$ cat config.mk
export PLATFORM = sky130hd
export DESIGN_NAME = lsu_ctrl
export DESIGN_NICKNAME = d
export VERILOG_FILES = /design/src/rtl/lsu_pkg.sv /design/src/rtl/lsu_align.sv /design/src/rtl/lsu_ctrl.sv
export SDC_FILE = /design/constraint.sdc
export NUM_CORES = 1
export LEC_CHECK = 0
export CORE_MARGIN = 4
export CORE_UTILIZATION = 35
export DETAILED_ROUTE_END_ITERATION = 16
export PLACE_DENSITY = 0.63
export REMOVE_ABC_BUFFERS = 1
export SYNTH_ARGS = -nofsm -noshare
export SYNTH_HDL_FRONTEND = slang
export SYNTH_SLANG_ARGS = --single-unit
$ cat constraint.sdc
create_clock -name clk -period 3.8 [get_ports clk]
set_clock_uncertainty 0.05 [all_clocks]
set_input_delay 0.57 -clock clk [delete_from_list [all_inputs] [get_ports clk]]
set_output_delay 0.57 -clock clk [all_outputs]
set_load 0.01 [all_outputs]
$ cat src/rtl/lsu_pkg.sv
// Shared types and lane helpers for the load/store sequencer.
// Sizes follow the RV32 funct3 encoding of loads and stores.
package lsu_pkg;

  typedef enum logic [2:0] {
    S_IDLE,
    S_REQ,
    S_WAIT,
    S_DONE,
    S_ERR
  } lsu_state_t;

  typedef enum logic [1:0] {
    ERR_NONE     = 2'b00,
    ERR_MISALIGN = 2'b01,
    ERR_TIMEOUT  = 2'b10,
    ERR_ILLEGAL  = 2'b11
  } lsu_err_t;

  localparam logic [2:0] LSU_B  = 3'b000;
  localparam logic [2:0] LSU_H  = 3'b001;
  localparam logic [2:0] LSU_W  = 3'b010;
  localparam logic [2:0] LSU_BU = 3'b100;
  localparam logic [2:0] LSU_HU = 3'b101;

  function automatic logic [3:0] gen_be_f(
    input logic [2:0] funct3,
    input logic [1:0] addr_lo
  );
    case (funct3)
      LSU_B, LSU_BU: return 4'b0001 << addr_lo;
      LSU_H, LSU_HU: return 4'b0011 << addr_lo;
      default:       return 4'b1111;
    endcase
  endfunction

  function automatic logic [31:0] align_wdata_f(
    input logic [2:0]  funct3,
    input logic [31:0] wdata
  );
    case (funct3)
      LSU_B, LSU_BU: return {4{wdata[7:0]}};
      LSU_H, LSU_HU: return {2{wdata[15:0]}};
      default:       return wdata;
    endcase
  endfunction

  function automatic logic [31:0] extract_rdata_f(
    input logic [2:0]  funct3,
    input logic [1:0]  addr_lo,
    input logic [31:0] rdata
  );
    logic [31:0] sh;
    sh = rdata >> {addr_lo, 3'b000};
    case (funct3)
      LSU_B:   return {{24{sh[7]}}, sh[7:0]};
      LSU_BU:  return {24'b0, sh[7:0]};
      LSU_H:   return {{16{sh[15]}}, sh[15:0]};
      LSU_HU:  return {16'b0, sh[15:0]};
      default: return sh;
    endcase
  endfunction

  function automatic logic misaligned_f(
    input logic [2:0] funct3,
    input logic [1:0] addr_lo
  );
    case (funct3)
      LSU_H, LSU_HU: return addr_lo[0];
      LSU_W:         return addr_lo != 2'b00;
      default:       return 1'b0;
    endcase
  endfunction

  // Stores have no unsigned forms.
  function automatic logic illegal_f(
    input logic       we,
    input logic [2:0] funct3
  );
    case (funct3)
      LSU_B, LSU_H, LSU_W: return 1'b0;
      LSU_BU, LSU_HU:      return we;
      default:             return 1'b1;
    endcase
  endfunction

endpackage

$ cat src/rtl/lsu_align.sv
// Byte-lane steering: enables, store replication, load extraction.
// Purely combinational.
module lsu_align
  import lsu_pkg::*;
(
  input  logic [2:0]  funct3,
  input  logic [1:0]  addr_lo,
  input  logic [31:0] wdata,
  input  logic [31:0] rdata,
  output logic [3:0]  be,
  output logic [31:0] wdata_al,
  output logic [31:0] rdata_ext,
  output logic        misaligned
);

  assign be         = gen_be_f(funct3, addr_lo);
  assign wdata_al   = align_wdata_f(funct3, wdata);
  assign rdata_ext  = extract_rdata_f(funct3, addr_lo, rdata);
  assign misaligned = misaligned_f(funct3, addr_lo);

endmodule

$ cat src/rtl/lsu_ctrl.sv
// Load/store sequencer between EX and a req/gnt/rvalid data bus.
// Stalls the core for the access and reports alignment/bus faults.
module lsu_ctrl
  import lsu_pkg::*;
#(
  parameter int XLEN    = 32,
  parameter int TIMEOUT = 16
) (
  input  logic            clk,
  input  logic            rst_n,
  input  logic            req_valid,
  input  logic            req_we,
  input  logic [2:0]      req_funct3,
  input  logic [XLEN-1:0] req_addr,
  input  logic [XLEN-1:0] req_wdata,
  input  logic            flush,
  output logic            stall,
  output logic            rsp_valid,
  output logic [XLEN-1:0] rsp_rdata,
  output logic            err,
  output logic [1:0]      err_cause,
  output logic            mem_req,
  input  logic            mem_gnt,
  output logic            mem_we,
  output logic [XLEN-1:0] mem_addr,
  output logic [3:0]      mem_be,
  output logic [XLEN-1:0] mem_wdata,
  input  logic            mem_rvalid,
  input  logic [XLEN-1:0] mem_rdata
);

  localparam int CW = (TIMEOUT > 1) ? $clog2(TIMEOUT + 1) : 1;

  lsu_state_t      state_q, state_d;
  lsu_err_t        cause_q, cause_d;
  logic            kill_q, kill_d;
  logic            latch, capture;
  logic            we_q;
  logic [2:0]      f3_q;
  logic [1:0]      lo_q;
  logic [XLEN-1:0] addr_q, wdata_q, rdata_q;
  logic [3:0]      be_q;
  logic [CW-1:0]   cnt_q;
  logic            tmo_hit, ill, mis;

  logic [2:0]      al_f3;
  logic [1:0]      al_lo;
  logic [3:0]      al_be;
  logic [31:0]     al_wdata, al_rdata;

  // Steer the incoming request in IDLE, the latched access afterwards.
  assign al_f3 = (state_q == S_IDLE) ? req_funct3 : f3_q;
  assign al_lo = (state_q == S_IDLE) ? req_addr[1:0] : lo_q;

  lsu_align u_align (
    .funct3     (al_f3),
    .addr_lo    (al_lo),
    .wdata      (req_wdata),
    .rdata      (mem_rdata),
    .be         (al_be),
    .wdata_al   (al_wdata),
    .rdata_ext  (al_rdata),
    .misaligned (mis)
  );

  assign ill     = illegal_f(req_we, req_funct3);
  assign tmo_hit = (TIMEOUT != 0) && (cnt_q == CW'(TIMEOUT - 1));

  always_ff @(posedge clk or negedge rst_n) begin
    if (!rst_n) state_q <= S_IDLE;
    else        state_q <= state_d;
  end

  always_comb begin
    state_d = state_q;
    cause_d = cause_q;
    kill_d  = kill_q;
    latch   = 1'b0;
    capture = 1'b0;
    unique case (state_q)
      S_IDLE: begin
        if (req_valid && !flush) begin
          unique case (1'b1)
            ill: begin
              state_d = S_ERR;
              cause_d = ERR_ILLEGAL;
            end
            !ill && mis: begin
              state_d = S_ERR;
              cause_d = ERR_MISALIGN;
            end
            !ill && !mis: begin
              state_d = S_REQ;
              kill_d  = 1'b0;
              latch   = 1'b1;
            end
          endcase
        end
      end
      S_REQ: begin
        if (mem_gnt) begin
          state_d = S_WAIT;
          kill_d  = flush;
        end else if (flush) begin
          state_d = S_IDLE;
        end else if (tmo_hit) begin
          state_d = S_ERR;
          cause_d = ERR_TIMEOUT;
        end
      end
      S_WAIT: begin
        kill_d = kill_q | flush;
        if (mem_rvalid) begin
          state_d = S_DONE;
          capture = 1'b1;
        end else if (tmo_hit) begin
          state_d = S_ERR;
          cause_d = ERR_TIMEOUT;
        end
      end
      S_DONE:  state_d = S_IDLE;
      S_ERR:   state_d = S_IDLE;
      default: state_d = S_IDLE;
    endcase
  end

  always_ff @(posedge clk or negedge rst_n) begin
    if (!rst_n) begin
      cause_q <= ERR_NONE;
      kill_q  <= 1'b0;
      we_q    <= 1'b0;
      f3_q    <= '0;
      lo_q    <= '0;
      addr_q  <= '0;
      be_q    <= '0;
      wdata_q <= '0;
      rdata_q <= '0;
      cnt_q   <= '0;
    end else begin
      cause_q <= cause_d;
      kill_q  <= kill_d;
      if (latch) begin
        we_q    <= req_we;
        f3_q    <= req_funct3;
        lo_q    <= req_addr[1:0];
        addr_q  <= {req_addr[XLEN-1:2], 2'b00};
        be_q    <= al_be;
        wdata_q <= al_wdata;
        cnt_q   <= '0;
      end else if (state_q == S_REQ || state_q == S_WAIT) begin
        cnt_q <= cnt_q + CW'(1);
      end
      if (capture) rdata_q <= we_q ? '0 : al_rdata;
    end
  end

  assign stall = (state_q == S_IDLE && req_valid && !flush)
               || state_q == S_REQ || state_q == S_WAIT;

  assign rsp_valid = (state_q == S_DONE) && !kill_q;
  assign rsp_rdata = rdata_q;
  assign err       = (state_q == S_ERR);
  assign err_cause = (state_q == S_ERR) ? cause_q : ERR_NONE;
  assign mem_req   = (state_q == S_REQ);
  assign mem_we    = we_q;
  assign mem_addr  = addr_q;
  assign mem_be    = be_q;
  assign mem_wdata = wdata_q;

endmodule

==> impl_metrics.env <==
export IMPL_worstPathRequired_ns=3.18
export IMPL_met1_usage=0.2442
export IMPL_rrSetupSlack_ns=1.05
export IMPL_yosysWarnings=0
export IMPL_critPathKind="input pin to output pin"
export IMPL_power_leakage_uw=0.003954
export IMPL_drt_iter0_drc=194
export IMPL_cts_hold_buffers_added=0
export IMPL_path_cells="clkdlybuf4s50_1 > nand2b_1 > a21oi_1 > clkdlybuf4s50_1"
export IMPL_initial_core_util=0.3580
export IMPL_netlist_cell_type_count=60
export IMPL_ys_flop_type="dfrtp_1"
export IMPL_tns_ns=0
export IMPL_drc=0
export IMPL_hold_viol=0
export IMPL_switchingPower_uw=2479
export IMPL_max_cap_violations=0
export IMPL_core_rowCount=46
export IMPL_clk_pin_slew_worst_paths_ns=0.05
export IMPL_path_max_fanout=5
export IMPL_pwr_share_clk=0.218
export IMPL_switching_share=0.3572
export IMPL_finalCritPeriodShare=0.7687
export IMPL_ios=213
export IMPL_antennaDiodeCount=0
export IMPL_dr_pass1_iters=4
export IMPL_netlist_instances=588
export IMPL_synthTopCellsByArea="dfrtp_1 50%, nand2_1 11%, mux2i_1 10%"
export IMPL_clock_latency_ns=0.41
export IMPL_peakVddDrop_v=0.0004248
export IMPL_synth_largest_area_cell="dfrtp_1"
export IMPL_wirelength_mm=18.13
export IMPL_timing_fmax_mhz=342.3
export IMPL_slew_limit_headroom=0.3338
export IMPL_grt_pass1_vias=5378
export IMPL_slowest_stage="clkdlybuf4s50_1"
export IMPL_grt_ovfl_total=0
export IMPL_rsz0062_at_grt="no"
export IMPL_antenna_found_initial=1
export IMPL_syn_avg_cell_area_um2=9.705
export IMPL_synth_edf_count=0
export IMPL_core_area_um2=15940
export IMPL_grt_pass1_wl_mm=28.99
export IMPL_cts_path_max_buffers=2
export IMPL_cp_start_kind="input pin"
export IMPL_tritoncts="yes"
export IMPL_seqPwrFrac=0.321
export IMPL_critPathBufInv=2
export IMPL_wl_per_cell_um=17.86
export IMPL_die_width_um=135.7
export IMPL_async_flop_share=1.000
export IMPL_clock_sinks=115
export IMPL_grt_use_met3=0.1062
export IMPL_critPathTopFamily="buffers and inverters"
export IMPL_yosys_area_top_type_share=0.5043
export IMPL_cts_inserted_buffers=17
export IMPL_worst_pin_slew_ns=0.9968
export IMPL_via_per_inst=5.077
export IMPL_die_area_um2=18410
export IMPL_grt_max_degree=61
export IMPL_setup_viol=0
export IMPL_cpPeakStageDelay_ns=0.60
export IMPL_dp_hpwl_mm=13.38
export IMPL_die_h_um=135.7
export IMPL_cts_setup_buffers=0
export IMPL_end_kind="output pin"
export IMPL_grt_util_met2=0.3075
export IMPL_utilization=0.5381
export IMPL_p_int_uw=4460
export IMPL_top_usage_layer="met2"
export IMPL_htree_num_levels=4
export IMPL_synth_most_common_cell="nand2_1"
export IMPL_hold_path_class="input pin to async pin"
export IMPL_power_density_nw_per_um2=808.7
export IMPL_p_comb_frac=0.461
export IMPL_dr_total_vias=5153
export IMPL_drive_gt1_frac=0.07384
export IMPL_worstPathArrival_ns=2.30
export IMPL_layout_min_cycle_time_ns=2.921
export IMPL_gp_congestion=0.8511
export IMPL_grt_usage=0.2015
export IMPL_path_common_cell="clkdlybuf4s50_1"
export IMPL_report_final_slew_viol_count=0
export IMPL_fin_nets=894
export IMPL_synth_area_um2=5707
export IMPL_syn_to_final_growth_pct=50.34
export IMPL_ctsResizeCount=0
export IMPL_io_buffers=210
export IMPL_postRouteAntennaNets=0
export IMPL_synth_top_cells_by_count="164 x nand2_1, 115 x dfrtp_1, 59 x mux2i_1"
export IMPL_synth_seq_area_share=0.5043
export IMPL_synth_seq_cells=115
export IMPL_run_status="finished, final reports clean"
export IMPL_cts_root_buf="clkbuf_16"
## power groups by stage
stage	clock, uW	sequential [uW]	combinational, uW
floorplan	0	2380	1380
global placement	0	2220	3190
detailed placement	0	2230	3230
CTS	1540	2230	3250
global route	1610	2310	3500
finish	1510	2230	3200
## per-stage QoR
| stage | cell area [um2] | std cells | hold WS (ns) | total power, uW | setup slack (ns) |
|---|---|---|---|---|---|
| 2_1_floorplan | 5517 | 547 | 0.2244 | 3764 | 0.3626 |
| 3_3_place_gp | 8013 | 983 | 0.4106 | 5408 | 0.6398 |
| 3_5_place_dp | 8013 | 983 | 0.4152 | 5454 | 0.5231 |
| 4_1_cts | 8579 | 1015 | 0.2213 | 7019 | 0.8811 |
| 5_1_grt | 8579 | 1015 | 0.2438 | 7420 | 0.7351 |
| 6_report | 8579 | 1015 | 0.1802 | 6939 | 0.8789 |
## layout by cell type, fill, tap and decap left out, drive strengths merged, types with 7 or more instances in the layout
cell           synthesis  final
nand2                164    164
inv                    7      7
a22oi                  8      8
a211oi                 9      9
o21ai                 21     21
o211ai                18     18
nor3                   7      7
clkbuf                25     23
dfrtp                115    115
nand2b                 8      8
nor2                  34     34
a221o                  8      8
a21oi                  9      9
clkdlybuf4s50          0    209
buf                   17     11
a22o                   8      8
a21o                   9      9
mux2i                 60     60
## final cells by class
type / instances / area, um2
Tap cell: 216 / 270.3
Clock inverter: 9 / 78.83
Clock buffer: 23 / 488.0
Multi-Input combinational cell: 425 / 2639
Inverter: 7 / 26.28
Fill cell: 1440 / 7363
Sequential cell: 115 / 2878
Timing Repair Buffer: 220 / 2200
## routing by layer
| layer | routed length (um) | part of all wire |
|---|---|---|
| met5 | 13 | 0.00072 |
| met4 | 325 | 0.018 |
| met3 | 2230 | 0.12 |
| met2 | 8114 | 0.45 |
| met1 | 7446 | 0.41 |
## state kept, by name, indices dropped and copies added, names as in the netlist
| name | cells |
|---|---|
| lo_q | 2 |
| mem_be | 4 |
| cnt_q | 5 |
| f3_q | 3 |
| cause_q | 2 |
| rsp_rdata | 32 |
| kill_q | 1 |
| state_q | 3 |
| mem_addr | 30 |
| mem_we | 1 |
| mem_wdata | 32 |
## worst register-to-register path: cells and delay by family, from the launching register on
family / cells / cell delay, ns
and+or+nand+nor: 3 / 1.37
DFF: 1 / 0.61
buffers and inverters: 1 / 0.32
AOI/OAI and AO/OA: 2 / 0.34
## logic make-up after synthesis
| family | share of synthesized area |
|---|---|
| AND/OR/NAND/NOR | 0.1883 |
| flip-flops | 0.5043 |
| AO/OA/AOI/OAI | 0.1447 |
| multiplexers | 0.1114 |
| buffers and inverters | 0.03859 |
| XOR/XNOR | 0.007675 |
| adder cells (fa/ha/maj) | 0.004384 |
| other | 0.0006571 |
## path summary, 6_finish.rpt
check	from	depth (start not counted)	to
setup / recovery	flush	4	stall
hold / removal	rst_n	1	rsp_rdata[5]
setup reg to reg	state_q[2]	6	mem_wdata[27]
hold reg to reg	mem_wdata[2]	2	mem_wdata[2]
max in group asynchronous	rst_n	3	mem_addr[22]
min in group clk	mem_wdata[2]	2	mem_wdata[2]
(Power assumes the default switching activity.)
